**src/rtl/fifo_wr_arbiter.sv**
```systemverilog
//------------------------------------------------------------------------------
// fifo_wr_arbiter
//
// Purpose:
//   Shares the single write port of one fifo among N_REQ independent
//   producers. Arbitration is round-robin with packet lock: once a producer
//   is granted, it keeps the port until it presents its last beat, or until
//   it has moved MAX_BURST beats, whichever comes first. After either event
//   the arbiter returns to IDLE. Each arbitration costs one cycle.
//
// Parameters:
//   WIDTH      data width per beat (must match the fifo width)
//   N_REQ      number of requesters (>= 2)
//   MAX_BURST  maximum beats per grant before a forced re-arbitration (>= 1)
//   ID_WIDTH   width of the grant index
//
// Ports:
//   clk         clock, all state updates on the rising edge
//   rst         asynchronous active-low reset (0 = reset)
//   req_valid   per-requester beat valid
//   req_last    per-requester last beat of packet (qualified by valid)
//   req_data    requester i data at [i*WIDTH +: WIDTH]
//   req_ready   per-requester accept; a beat moves when valid & ready
//   fifo_wr_en  write enable to the fifo
//   fifo_din    write data to the fifo
//   fifo_full   full flag from the fifo
//   busy        high while a grant is held
//   grant_id    index of the granted requester, meaningful while busy
//------------------------------------------------------------------------------
`timescale 1ns/1ps

module fifo_wr_arbiter #(
  parameter int WIDTH     = 8,
  parameter int N_REQ     = 4,
  parameter int MAX_BURST = 16,
  parameter int ID_WIDTH  = $clog2(N_REQ)
) (
  input  logic                     clk,
  input  logic                     rst,
  input  logic [N_REQ-1:0]         req_valid,
  input  logic [N_REQ-1:0]         req_last,
  input  logic [N_REQ*WIDTH-1:0]   req_data,
  output logic [N_REQ-1:0]         req_ready,
  output logic                     fifo_wr_en,
  output logic [WIDTH-1:0]         fifo_din,
  input  logic                     fifo_full,
  output logic                     busy,
  output logic [ID_WIDTH-1:0]      grant_id
);

  localparam int CNT_WIDTH = $clog2(MAX_BURST + 1);

  // Value at which the current beat is the final one allowed in this grant.
  localparam logic [CNT_WIDTH-1:0] BURST_LAST = CNT_WIDTH'(MAX_BURST - 1);

  // Reset value of last_id makes requester 0 the first one searched.
  localparam logic [ID_WIDTH-1:0] LAST_ID_RST = ID_WIDTH'(N_REQ - 1);

  typedef enum logic [0:0] {
    IDLE  = 1'b0,
    GRANT = 1'b1
  } state_t;

  state_t                state;
  state_t                state_nxt;
  logic [ID_WIDTH-1:0]   last_id;
  logic [ID_WIDTH-1:0]   last_id_nxt;
  logic [ID_WIDTH-1:0]   grant_id_nxt;
  logic [CNT_WIDTH-1:0]  beat_cnt;
  logic [CNT_WIDTH-1:0]  beat_cnt_nxt;

  logic                  arb_found;
  logic [ID_WIDTH-1:0]   arb_id;
  logic [ID_WIDTH-1:0]   cand;
  logic                  burst_end;

  logic [WIDTH-1:0]      data_arr [N_REQ];

  // Unpack the flat data bus so the granted beat can be selected by index.
  for (genvar gi = 0; gi < N_REQ; gi++) begin : g_unpack
    assign data_arr[gi] = req_data[gi*WIDTH +: WIDTH];
  end

  // Round-robin search: start one past the previous winner and wrap, so the
  // most recently served requester is considered last.
  always_comb begin
    arb_found = 1'b0;
    arb_id    = '0;
    cand      = '0;
    for (int k = 1; k <= N_REQ; k++) begin
      cand = ID_WIDTH'((int'(last_id) + k) % N_REQ);
      if (!arb_found && req_valid[cand]) begin
        arb_found = 1'b1;
        arb_id    = cand;
      end
    end
  end

  // Write-side outputs. Only the granted requester can see ready, and a
  // write happens only when that requester has a beat and the fifo has room.
  // Ready does not depend on valid, so a granted requester that pauses still
  // sees ready high while the fifo has space.
  always_comb begin
    req_ready  = '0;
    fifo_wr_en = 1'b0;
    fifo_din   = '0;
    busy       = 1'b0;
    if (state == GRANT) begin
      busy                = 1'b1;
      req_ready[grant_id] = ~fifo_full;
      fifo_wr_en          = req_valid[grant_id] & ~fifo_full;
      fifo_din            = data_arr[grant_id];
    end
  end

  // The grant ends on the packet's last beat or on the final beat allowed
  // in one burst; a cut packet continues on a later grant.
  assign burst_end = req_last[grant_id] | (beat_cnt == BURST_LAST);

  // Next-state logic. While granted and stalled (no valid or fifo full),
  // everything holds, which gives the packet lock and the lossless stall.
  always_comb begin
    state_nxt    = state;
    last_id_nxt  = last_id;
    grant_id_nxt = grant_id;
    beat_cnt_nxt = beat_cnt;
    unique case (state)
      IDLE: begin
        if (arb_found) begin
          grant_id_nxt = arb_id;
          beat_cnt_nxt = '0;
          state_nxt    = GRANT;
        end
      end
      GRANT: begin
        if (fifo_wr_en) begin
          if (burst_end) begin
            last_id_nxt  = grant_id;
            beat_cnt_nxt = '0;
            state_nxt    = IDLE;
          end else begin
            beat_cnt_nxt = beat_cnt + CNT_WIDTH'(1);
          end
        end
      end
      default: begin
        state_nxt = IDLE;
      end
    endcase
  end

  // State registers. Reset returns to IDLE at once; beats already handed to
  // the fifo before reset are not undone.
  always_ff @(posedge clk or negedge rst) begin
    if (!rst) begin
      state    <= IDLE;
      last_id  <= LAST_ID_RST;
      grant_id <= '0;
      beat_cnt <= '0;
    end else begin
      state    <= state_nxt;
      last_id  <= last_id_nxt;
      grant_id <= grant_id_nxt;
      beat_cnt <= beat_cnt_nxt;
    end
  end

endmodule

```
**config.mk**
```make
export PLATFORM = sky130hd
export DESIGN_NAME = fifo_wr_arbiter
export DESIGN_NICKNAME = d
export VERILOG_FILES = /design/src/rtl/fifo_wr_arbiter.sv
export SDC_FILE = /design/constraint.sdc
export NUM_CORES = 1
export LEC_CHECK = 0
export BUFFER_PORTS_ARGS = -buffer_cell sky130_fd_sc_hd__buf_2
export CORE_ASPECT_RATIO = 0.7
export CORE_MARGIN = 2
export CORE_UTILIZATION = 42
export DETAILED_ROUTE_END_ITERATION = 7
export GPL_TIMING_DRIVEN = 0
export PLACE_DENSITY = 0.78
export SLEW_MARGIN = 40
export SYNTH_ARGS = -nofsm -noshare
export SYNTH_HDL_FRONTEND = slang
export SYNTH_SLANG_ARGS = --single-unit
```
**constraint.sdc**
```tcl
create_clock -name clk -period 2.6 [get_ports clk]
set_input_delay 0.39 -clock clk [delete_from_list [all_inputs] [get_ports clk]]
set_output_delay 0.39 -clock clk [all_outputs]
set_load 0.02 [all_outputs]
```
==> impl_metrics.tcl, run 1 <==
set metrics [dict create \
    outcome "complete, no violations" \
    setup_tns_ns 0 \
    path_clk_slew_ns 0.07 \
    finClkSkew_ns 0.004935 \
    arrival_ns 1.95 \
    globalRouteTotalUtil 0.1916 \
    first_pass_iters 4 \
    drtIter0Drc 40 \
    holdWs_ns 0.5021 \
    cts_buffers 3 \
    root_buffer "clkbuf_4" \
    yosysTopAreaCell "dfrtp_1" \
    worstPathRequired_ns 2.21 \
    syn_area_um2 915.9 \
    hpwl_mm 1.939 \
    grt_max_degree 11 \
    synthTopCellsByArea "dfrtp_1 (22%), mux4_2 (20%), and2_1 (7.5%)" \
    vias_per_cell 5.341 \
    ys_seq_area_frac 0.2760 \
    p_seq_frac 0.218 \
    met3WireLength_um 208 \
    cts_max_level 1 \
    syn_inst 91 \
    clkPwrFrac 0.108 \
    worstSetupPathType "reg2out" \
    overflow 0 \
    synth_edf_count 0 \
    peakVddDrop_mv 0.4680 \
    intPower_w 0.0007196 \
    drv_cap 0 \
    r2r_slack_ns 0.34 \
    grt_pass1_vias 851 \
    cts.sinks 10 \
    highest_layer "met3" \
    max_freq_mhz 428.0 \
    utilization 0.6125 \
    switching_share 0.4507 \
    synthFlopType "dfrtp_1" \
    final-instance-count-excl-fill 179 \
    period_needed_ns 2.337 \
    dieArea_um2 2576 \
    hold_path_class "in2async" \
    numPortBuffers 58 \
    netlist-cell-type-count 34 \
    cp_top_family "multiplexers" \
    num_vias 956 \
    grt_pass1_wl_mm 3.705 \
    drc 0 \
    worst_slew_pin_slew_ns 0.5636 \
    dp_cells 173 \
    syn-num-nets 136 \
    synth_common_cells "and2_1 (11), dfrtp_1 (8), mux4_2 (8)" \
    start_util 0.4357 \
    period_share 0.8987 \
    cpMostUsedCell "buf_2" \
    area_growth_pct 40.57 \
    synth_seq_cells 10 \
    yosysWarnings 0 \
    num_antenna_cells 0 \
    drive_above_1_share 0.5226 \
    yosysMostFrequentCell "and2_1" \
    dr_wl_met2_mm 1.198 \
    cp_slowest_cell "mux4_2" \
    slew_viol_final 0 \
    relSlewSlack 0.6183 \
    avgSynthCellArea_um2 10.06 \
    wire_per_inst_um 13.31 \
    clk_latency_ns 0.27 \
    powerDensity_nw_per_um2 1018 \
    max_stage_delay_ns 0.54 \
    cts_tree "yes" \
    p_switching_w 0.0005905 \
    hold_viol_final 0 \
    ant_nets 0 \
    critPathMaxFanout 10 \
    die_h_um 43.07 \
    fin_nets 201 \
    rsz0062_at_grt "false" \
    worstPathCellList "buf_2, mux4_2, and2_1, buf_2" \
    setup_viol 0 \
    power_frac_comb 0.674 \
    place.gp.congestion 0.7943 \
    met1Wirelength_um 975 \
    antenna_found_initial 0 \
    routed_wl_mm 2.382 \
    dieWidth_um 59.82 \
    core_um2 2102 \
    worst_setup_path_start_kind "flip-flop" \
    yosysTopAreaCellShare 0.2186 \
    end_kind "primary output" \
    total_power_w 0.001310 \
    pin_count 59 \
    critPathBufInv 2 \
    p_leak_nw 0.6275 \
    cts_setup_buffers 0 \
    async_flop_share 1.000 \
    cts_buffer_depth 2 \
    fp-row-count 14 \
]
==> cell usage in the layout, fill, tap and decap left out, types with 2 or more instances in the layout <==
| cell type | count |
|---|---|
| and2_1 | 11 |
| mux2_1 | 2 |
| dfstp_2 | 2 |
| o21ai_0 | 4 |
| mux2_2 | 4 |
| nor2_1 | 3 |
| o22ai_1 | 2 |
| nand2_1 | 6 |
| a21oi_1 | 6 |
| ha_1 | 2 |
| nor2b_1 | 2 |
| clkbuf_4 | 3 |
| inv_1 | 6 |
| nand2b_1 | 3 |
| clkbuf_1 | 2 |
| mux2i_1 | 2 |
| buf_2 | 59 |
| mux4_2 | 8 |
| dfrtp_1 | 8 |
| and3b_2 | 2 |
==> power by group through the flow <==
stage          sequential, W  clock, W  combinational, W
2_1_floorplan       0.000298         0          0.000623
3_3_place_gp        0.000282         0          0.000858
3_5_place_dp        0.000288         0          0.000881
4_1_cts             0.000285  0.000145          0.000885
5_1_grt             0.000293  0.000158          0.000966
6_report            0.000285  0.000141          0.000883
==> sequential cells by signal, indices dropped and copies added, names as in the netlist <==
name	flops
last_id	2
state	1
grant_id	2
beat_cnt	5
==> metrics by stage <==
stage | cell area [µm²] | setup WS [ns]
after CTS | 1282 | 0.2259
after floorplan | 915.9 | 0.6321
after detailed placement | 1236 | 0.3892
after global placement | 1236 | 0.4896
final | 1287 | 0.2634
after global routing | 1287 | 0.1301
==> metal layers <==
layer | up-vias | GRT usage
li1 | 464 | -
met1 | 446 | 0.2422
met2 | 46 | 0.3239
met3 | 0 | 0.06402
met4 | 0 | 0.02667
met5 | - | 0
==> layout make-up <==
type / instances / area, µm²
plain buffers: 4 / 23.77
clock buffers: 4 / 36.28
fillers: 195 / 814.5
inverters: 6 / 22.52
multi-input cells: 71 / 616.8
flip-flops and latches: 10 / 252.7
well taps: 24 / 30.03
repair buffers: 60 / 305.3
==> worst paths after layout <==
kind,cells past startpoint,endpoint,startpoint
setup / recovery,4,fifo_din[0],grant_id[0]$_DFFE_PN0P_
hold / removal,2,beat_cnt[2]$_DFFE_PN0P_,rst
setup reg to reg,8,beat_cnt[0]$_DFFE_PN0P_,beat_cnt[0]$_DFFE_PN0P_
hold reg to reg,2,beat_cnt[4]$_DFFE_PN0P_,beat_cnt[4]$_DFFE_PN0P_
max in group asynchronous,2,last_id[0]$_DFFE_PN1P_,rst
min in group clk,2,beat_cnt[4]$_DFFE_PN0P_,beat_cnt[4]$_DFFE_PN0P_
==> what timing repair did <==
item | in CTS | in global routing
hold endpoints to repair | 8 | 0
resized for setup | 0 | 0
hold buffers | 1 | 0
==> cell families (layout without fill, tap and decap cells) <==
kind of cell / count (synthesis) / in the layout / share of synthesized area
DFF: 10 / 10 / 0.2760
AOI/OAI and AO/OA: 19 / 19 / 0.1325
buffers and inverters: 10 / 74 / 0.05054
adders and majority gates: 2 / 2 / 0.02732
and+or+nand+nor: 34 / 34 / 0.2213
muxes: 16 / 16 / 0.2923
Power figures use the tool's default switching activity.
==> run 2: changes to the inputs <==
--- a/config.mk
+++ b/config.mk
@@ -8,5 +8,5 @@
 export BUFFER_PORTS_ARGS = -buffer_cell sky130_fd_sc_hd__buf_2
 export CORE_ASPECT_RATIO = 0.7
-export CORE_MARGIN = 2
+export CORE_MARGIN = 5
 export CORE_UTILIZATION = 42
 export DETAILED_ROUTE_END_ITERATION = 7
==> constraint.sdc (replaced) <==
create_clock -name clk -period 2.6 [get_ports clk]
set_input_delay 0.39 -clock clk [delete_from_list [all_inputs] [get_ports clk]]
set_output_delay 0.39 -clock clk [all_outputs]
set_load 0.01 [all_outputs]
==> run 2 against run 1 <==
Global-route usage is 2.9 points lower. Design area is 0.39% lower. Cell count up 3.9%. Setup slack better by 0.036 ns. Wire length increased by 5.2%. Register-to-register slack is essentially flat. Sequential cell count is the same. Sequential power hardly changed. Combinational power fell by 11%. Sequential share of layout area up 0.077 points. Fmax grew 1.6%. Critical path type unchanged. Largest cell class unchanged. Highest routed layer is now met4.
==> impl_metrics.tcl, run 2 (synthesized netlist as in run 1, its figures left out) <==
set metrics [dict create \
    fill_cells 190 \
    hold_path_class "reg2reg" \
    overflow 0 \
    grt_max_degree 11 \
    dieArea_um2 3230 \
    holdBufCountCts 1 \
    num_vias 984 \
    arrival_ns 1.91 \
    worst_slew_pin_slew_ns 0.8826 \
    vias_per_cell 5.290 \
    period_needed_ns 2.300 \
    wire_per_inst_um 13.47 \
    stdcell_area_um2 1282 \
    hold_viol_final 0 \
    post_cts_resized 0 \
    worstSetupPathType "reg2out" \
    first_pass_iters 4 \
    slew_viol_final 0 \
    layout_common_cells "buf_2 (59), and2_1 (11), mux4_2 (8), dfrtp_1 (8)" \
    worst_setup_path_start_kind "flip-flop" \
    place.gp.congestion 0.7163 \
    top_regs "beat_cnt: 5 flops, grant_id: 2 flops, last_id: 2 flops" \
    p_switching_w 0.0004914 \
    setup_tns_ns 0 \
    routed_wl_mm 2.505 \
    die_h_um 49.07 \
    outcome "complete, no violations" \
    drv_cap 0 \
    p_seq_frac 0.242 \
    place_area_um2 1246 \
    rsz0062_at_grt "false" \
    cts_tree "yes" \
    antenna_found_initial 0 \
    cts_setup_buffers 0 \
    hold_depth 2 \
    intPower_w 0.0006876 \
    total_power_w 0.001179 \
    core_um2 2120 \
    start_util 0.4321 \
    fp-row-count 14 \
    numPortBuffers 58 \
    area_growth_pct 40.03 \
    clkPwrFrac 0.094 \
    finClkSkew_ns 0.009041 \
    period_share 0.8847 \
    top_register "beat_cnt" \
    pin_count 59 \
    cts_max_level 1 \
    largest_register_ffs 5 \
    cts_buffers 3 \
    hpwl_mm 2.119 \
    num_antenna_cells 0 \
    drtIter0Drc 28 \
    p_leak_nw 0.6175 \
    final_common_cell "buf_2" \
    power_frac_comb 0.664 \
    dieWidth_um 65.82 \
    peakVddDrop_mv 0.4568 \
    cts_buffer_depth 2 \
    cts.sinks 10 \
    relSlewSlack 0.4116 \
    fin_nets 200 \
    end_kind "primary output" \
    grt_pass1_vias 958 \
    worstRegToRegCells 8 \
    root_buffer "clkbuf_4" \
    max_freq_mhz 434.7 \
    worstPathRequired_ns 2.21 \
    globalRouteTotalUtil 0.1624 \
    powerDensity_nw_per_um2 919.3 \
    grt_pass1_wl_mm 4.160 \
    drive_above_1_share 0.5130 \
    drc 0 \
    switching_share 0.4168 \
    clk_latency_ns 0.26 \
    path_clk_slew_ns 0.07 \
    critPathMaxFanout 10 \
    ant_nets 0 \
    setup_viol 0 \
]
[run 2: cell types whose count changed in the layout (fill, tap and decap cells not counted), sizes merged]
cell	change
clkbuf	-1
[run 2: area by class of cell]
class,count,area (µm²),area share
buffer,4,23.77,0.01854
clock buffer,4,26.28,0.02049
inverter,6,22.52,0.01756
multi-input combinational,71,616.8,0.4810
sequential,10,252.7,0.1971
tap,32,40.04,0.03122
timing repair buffer,59,300.3,0.2341
[run 2: worst max-delay path: stages (launching register included)]
cell and delay [ns]:
dfrtp_1 0.48, buf_2 0.33, mux4_2 0.54, and2_1 0.17
buf_2 0.13
[run 2: final timing paths]
path | from | to | slack (ns)
worst max register to register | beat_cnt[0]$_DFFE_PN0P_ | beat_cnt[0]$_DFFE_PN0P_ | 0.35
max in group asynchronous | rst | last_id[1]$_DFFE_PN1P_ | 1.82
worst min-delay path | beat_cnt[4]$_DFFE_PN0P_ | beat_cnt[4]$_DFFE_PN0P_ | 0.49
worst min register to register | beat_cnt[4]$_DFFE_PN0P_ | beat_cnt[4]$_DFFE_PN0P_ | 0.49
worst max-delay path | grant_id[0]$_DFFE_PN0P_ | fifo_din[0] | 0.30
min in group asynchronous | rst | beat_cnt[3]$_DFFE_PN0P_ | 0.51
[run 2: power groups by stage]
| stage | Sequential (W) | Clock (W) | Combinational (W) |
|---|---|---|---|
| final | 0.000285 | 0.000111 | 0.000782 |
| after CTS | 0.000286 | 0.000117 | 0.000793 |
| after global placement | 0.000282 | 0 | 0.000771 |
| after floorplan | 0.000282 | 0 | 0.000550 |
| after detailed placement | 0.000288 | 0 | 0.000790 |
| after global routing | 0.000294 | 0.000125 | 0.000860 |
[run 2: layer usage]
layer | track usage | share of wire | vias to the layer above
li1 | - | - | 469
met5 | 0 | 0 | -
met2 | 0.2862 | 0.49 | 47
met1 | 0.1943 | 0.41 | 466
met3 | 0.05300 | 0.10 | 2
met4 | 0.02414 | 0.0028 | 0
[run 2: metrics by stage]
step / cells / util / setup slack [ns] / hold slack, ns
global placement: 181 / 0.5880 / 0.4693 / 0.2570
floorplan: 91 / - / 0.7154 / 0.09441
CTS: 186 / 0.6051 / 0.2504 / 0.4898
global route: 186 / 0.6051 / 0.1551 / 0.5186
finish: 186 / 0.6051 / 0.2998 / 0.4906
detailed placement: 181 / 0.5880 / 0.3687 / 0.2621
==> run 3: changes to the inputs <==
- CORE_UTILIZATION: 42 -> 45
- PLACE_DENSITY: 0.78 -> 0.82
- clock period: 2.6 -> 2.96 ns (I/O delays scaled with it)
==> run 3 against run 2 <==
Count of clock-buffer cells in the layout unchanged. Wire length grew 8.5%. Sequential power shrank 13%. Via count decreased by 1.3%. Global-route usage increased by 2.8 points. Core utilization rose by 6.0 points. Critical path type unchanged. Largest cell class unchanged.
==> impl_metrics.tcl, run 3 (synthesized netlist as in run 1, its figures left out) <==
set metrics [dict create \
    utilization 0.6647 \
    period_share 0.7993 \
    arrival_ns 1.92 \
    cts_buffers 3 \
    post_cts_resized 0 \
    grt_pass1_vias 948 \
    max_stage_delay_ns 0.54 \
    rsz0062_at_grt "false" \
    hold_path_class "in2async" \
    setup_viol 0 \
    p_switching_w 0.0004434 \
    wire_per_inst_um 15.45 \
    final-instance-count-excl-fill 176 \
    num_antenna_cells 0 \
    p_leak_nw 0.6173 \
    dieArea_um2 3052 \
    peakVddDrop_mv 0.5274 \
    top_regs "beat_cnt: 5 flops, grant_id: 2 flops, last_id: 2 flops" \
    cpMostUsedCell "buf_2" \
    grt_max_degree 11 \
    core_um2 1903 \
    ant_nets 0 \
    worst_setup_path_start_kind "flip-flop" \
    overflow 0 \
    setup_tns_ns 0 \
    critPathMaxFanout 10 \
    grt_pass1_wl_mm 4.326 \
    cts_setup_buffers 0 \
    clk_latency_ns 0.27 \
    dp_cells 171 \
    end_kind "primary output" \
    cts.sinks 10 \
    path_clk_slew_ns 0.07 \
    layout_common_cells "buf_2 (59), and2_1 (11), mux4_2 (8), dfrtp_1 (8)" \
    power_frac_comb 0.671 \
    dieWidth_um 63.92 \
    worstPathRequired_ns 2.52 \
    slew_viol_final 0 \
    fin_nets 200 \
    cp_slowest_cell "mux4_2" \
    place.gp.congestion 0.7750 \
    first_pass_iters 4 \
    pin_count 59 \
    intPower_w 0.0006085 \
    switching_share 0.4215 \
    holdBufCountCts 0 \
    vias_per_cell 5.517 \
    outcome "complete, no violations" \
    max_freq_mhz 422.7 \
    hpwl_mm 2.230 \
    root_buffer "clkbuf_4" \
    antenna_found_initial 0 \
    num_vias 971 \
    numPortBuffers 58 \
    relSlewSlack 0.5828 \
    final_common_cell "buf_2" \
    drtIter0Drc 44 \
    drc 0 \
    die_h_um 47.75 \
    top_register "beat_cnt" \
    worstPathCellList "buf_2, mux4_2, and2_1, buf_2" \
    fp-row-count 13 \
    worstSetupPathType "reg2out" \
    cts_max_level 1 \
    powerDensity_nw_per_um2 831.5 \
    globalRouteTotalUtil 0.1901 \
    clkPwrFrac 0.093 \
    period_needed_ns 2.366 \
    worst_slew_pin_slew_ns 0.6160 \
    area_growth_pct 38.11 \
    largest_register_ffs 5 \
    drive_above_1_share 0.5195 \
    start_util 0.4813 \
    routed_wl_mm 2.719 \
    hold_viol_final 0 \
    finClkSkew_ns 0.01909 \
    p_seq_frac 0.236 \
    drv_cap 0 \
    cts_buffer_depth 2 \
    cts_tree "yes" \
]
[run 3: worst paths after layout]
path / slack [ns] / from / to / depth (start not counted)
max in group asynchronous: 2.67 / rst / last_id[0]$_DFFE_PN1P_ / 1
setup / recovery: 0.59 / grant_id[0]$_DFFE_PN0P_ / fifo_din[2] / 4
hold reg to reg: 0.49 / beat_cnt[4]$_DFFE_PN0P_ / beat_cnt[4]$_DFFE_PN0P_ / 2
hold / removal: 0.01 / rst / beat_cnt[4]$_DFFE_PN0P_ / 1
min in group clk: 0.49 / beat_cnt[4]$_DFFE_PN0P_ / beat_cnt[4]$_DFFE_PN0P_ / 2
setup reg to reg: 0.69 / beat_cnt[0]$_DFFE_PN0P_ / beat_cnt[0]$_DFFE_PN0P_ / 8
[run 3: power by group through the flow]
| stage | Clock [W] | Combinational [W] | Sequential (W) |
|---|---|---|---|
| floorplan | 0 | 0.000483 | 0.000248 |
| global placement | 0 | 0.000675 | 0.000246 |
| detailed placement | 0 | 0.000704 | 0.000250 |
| CTS | 0.000102 | 0.000706 | 0.000248 |
| global route | 0.000109 | 0.000775 | 0.000255 |
| finish | 0.0000980 | 0.000705 | 0.000248 |
[run 3: stage by stage]
| stage | instance area (µm²) | worst slack, ns | hold slack (ns) | power (W) |
|---|---|---|---|---|
| finish | 1265 | 0.5940 | 0.01069 | 0.001052 |
| CTS | 1260 | 0.5673 | 0.008023 | 0.001056 |
| floorplan | 915.9 | 1.052 | 0.1484 | 0.0007305 |
| global placement | 1234 | 0.8103 | 0.3078 | 0.0009206 |
| global route | 1265 | 0.4534 | 0.01478 | 0.001140 |
| detailed placement | 1234 | 0.7419 | 0.3090 | 0.0009541 |
[run 3: layout make-up]
class	count	area, µm²
buffer	4	23.77
clock buffer	4	26.28
fill	153	638.1
inverter	6	22.52
multi-input combinational	71	616.8
sequential	10	252.7
tap	22	27.53
timing repair buffer	59	295.3
[run 3: critical path, delay by kind of cell (launching register included)]
kind          cells  cell delay, ns
buf+inv           2            0.47
flops             1            0.47
mux               1            0.54
simple gates      1            0.17
[run 3: metal layers]
layer / up-vias / global-route usage / wire [µm]
met5: - / 0 / 0
met4: 0 / 0.07054 / 46
met3: 4 / 0.07746 / 252
met2: 42 / 0.3567 / 1361
met1: 460 / 0.1986 / 1059
li1: 465 / - / -
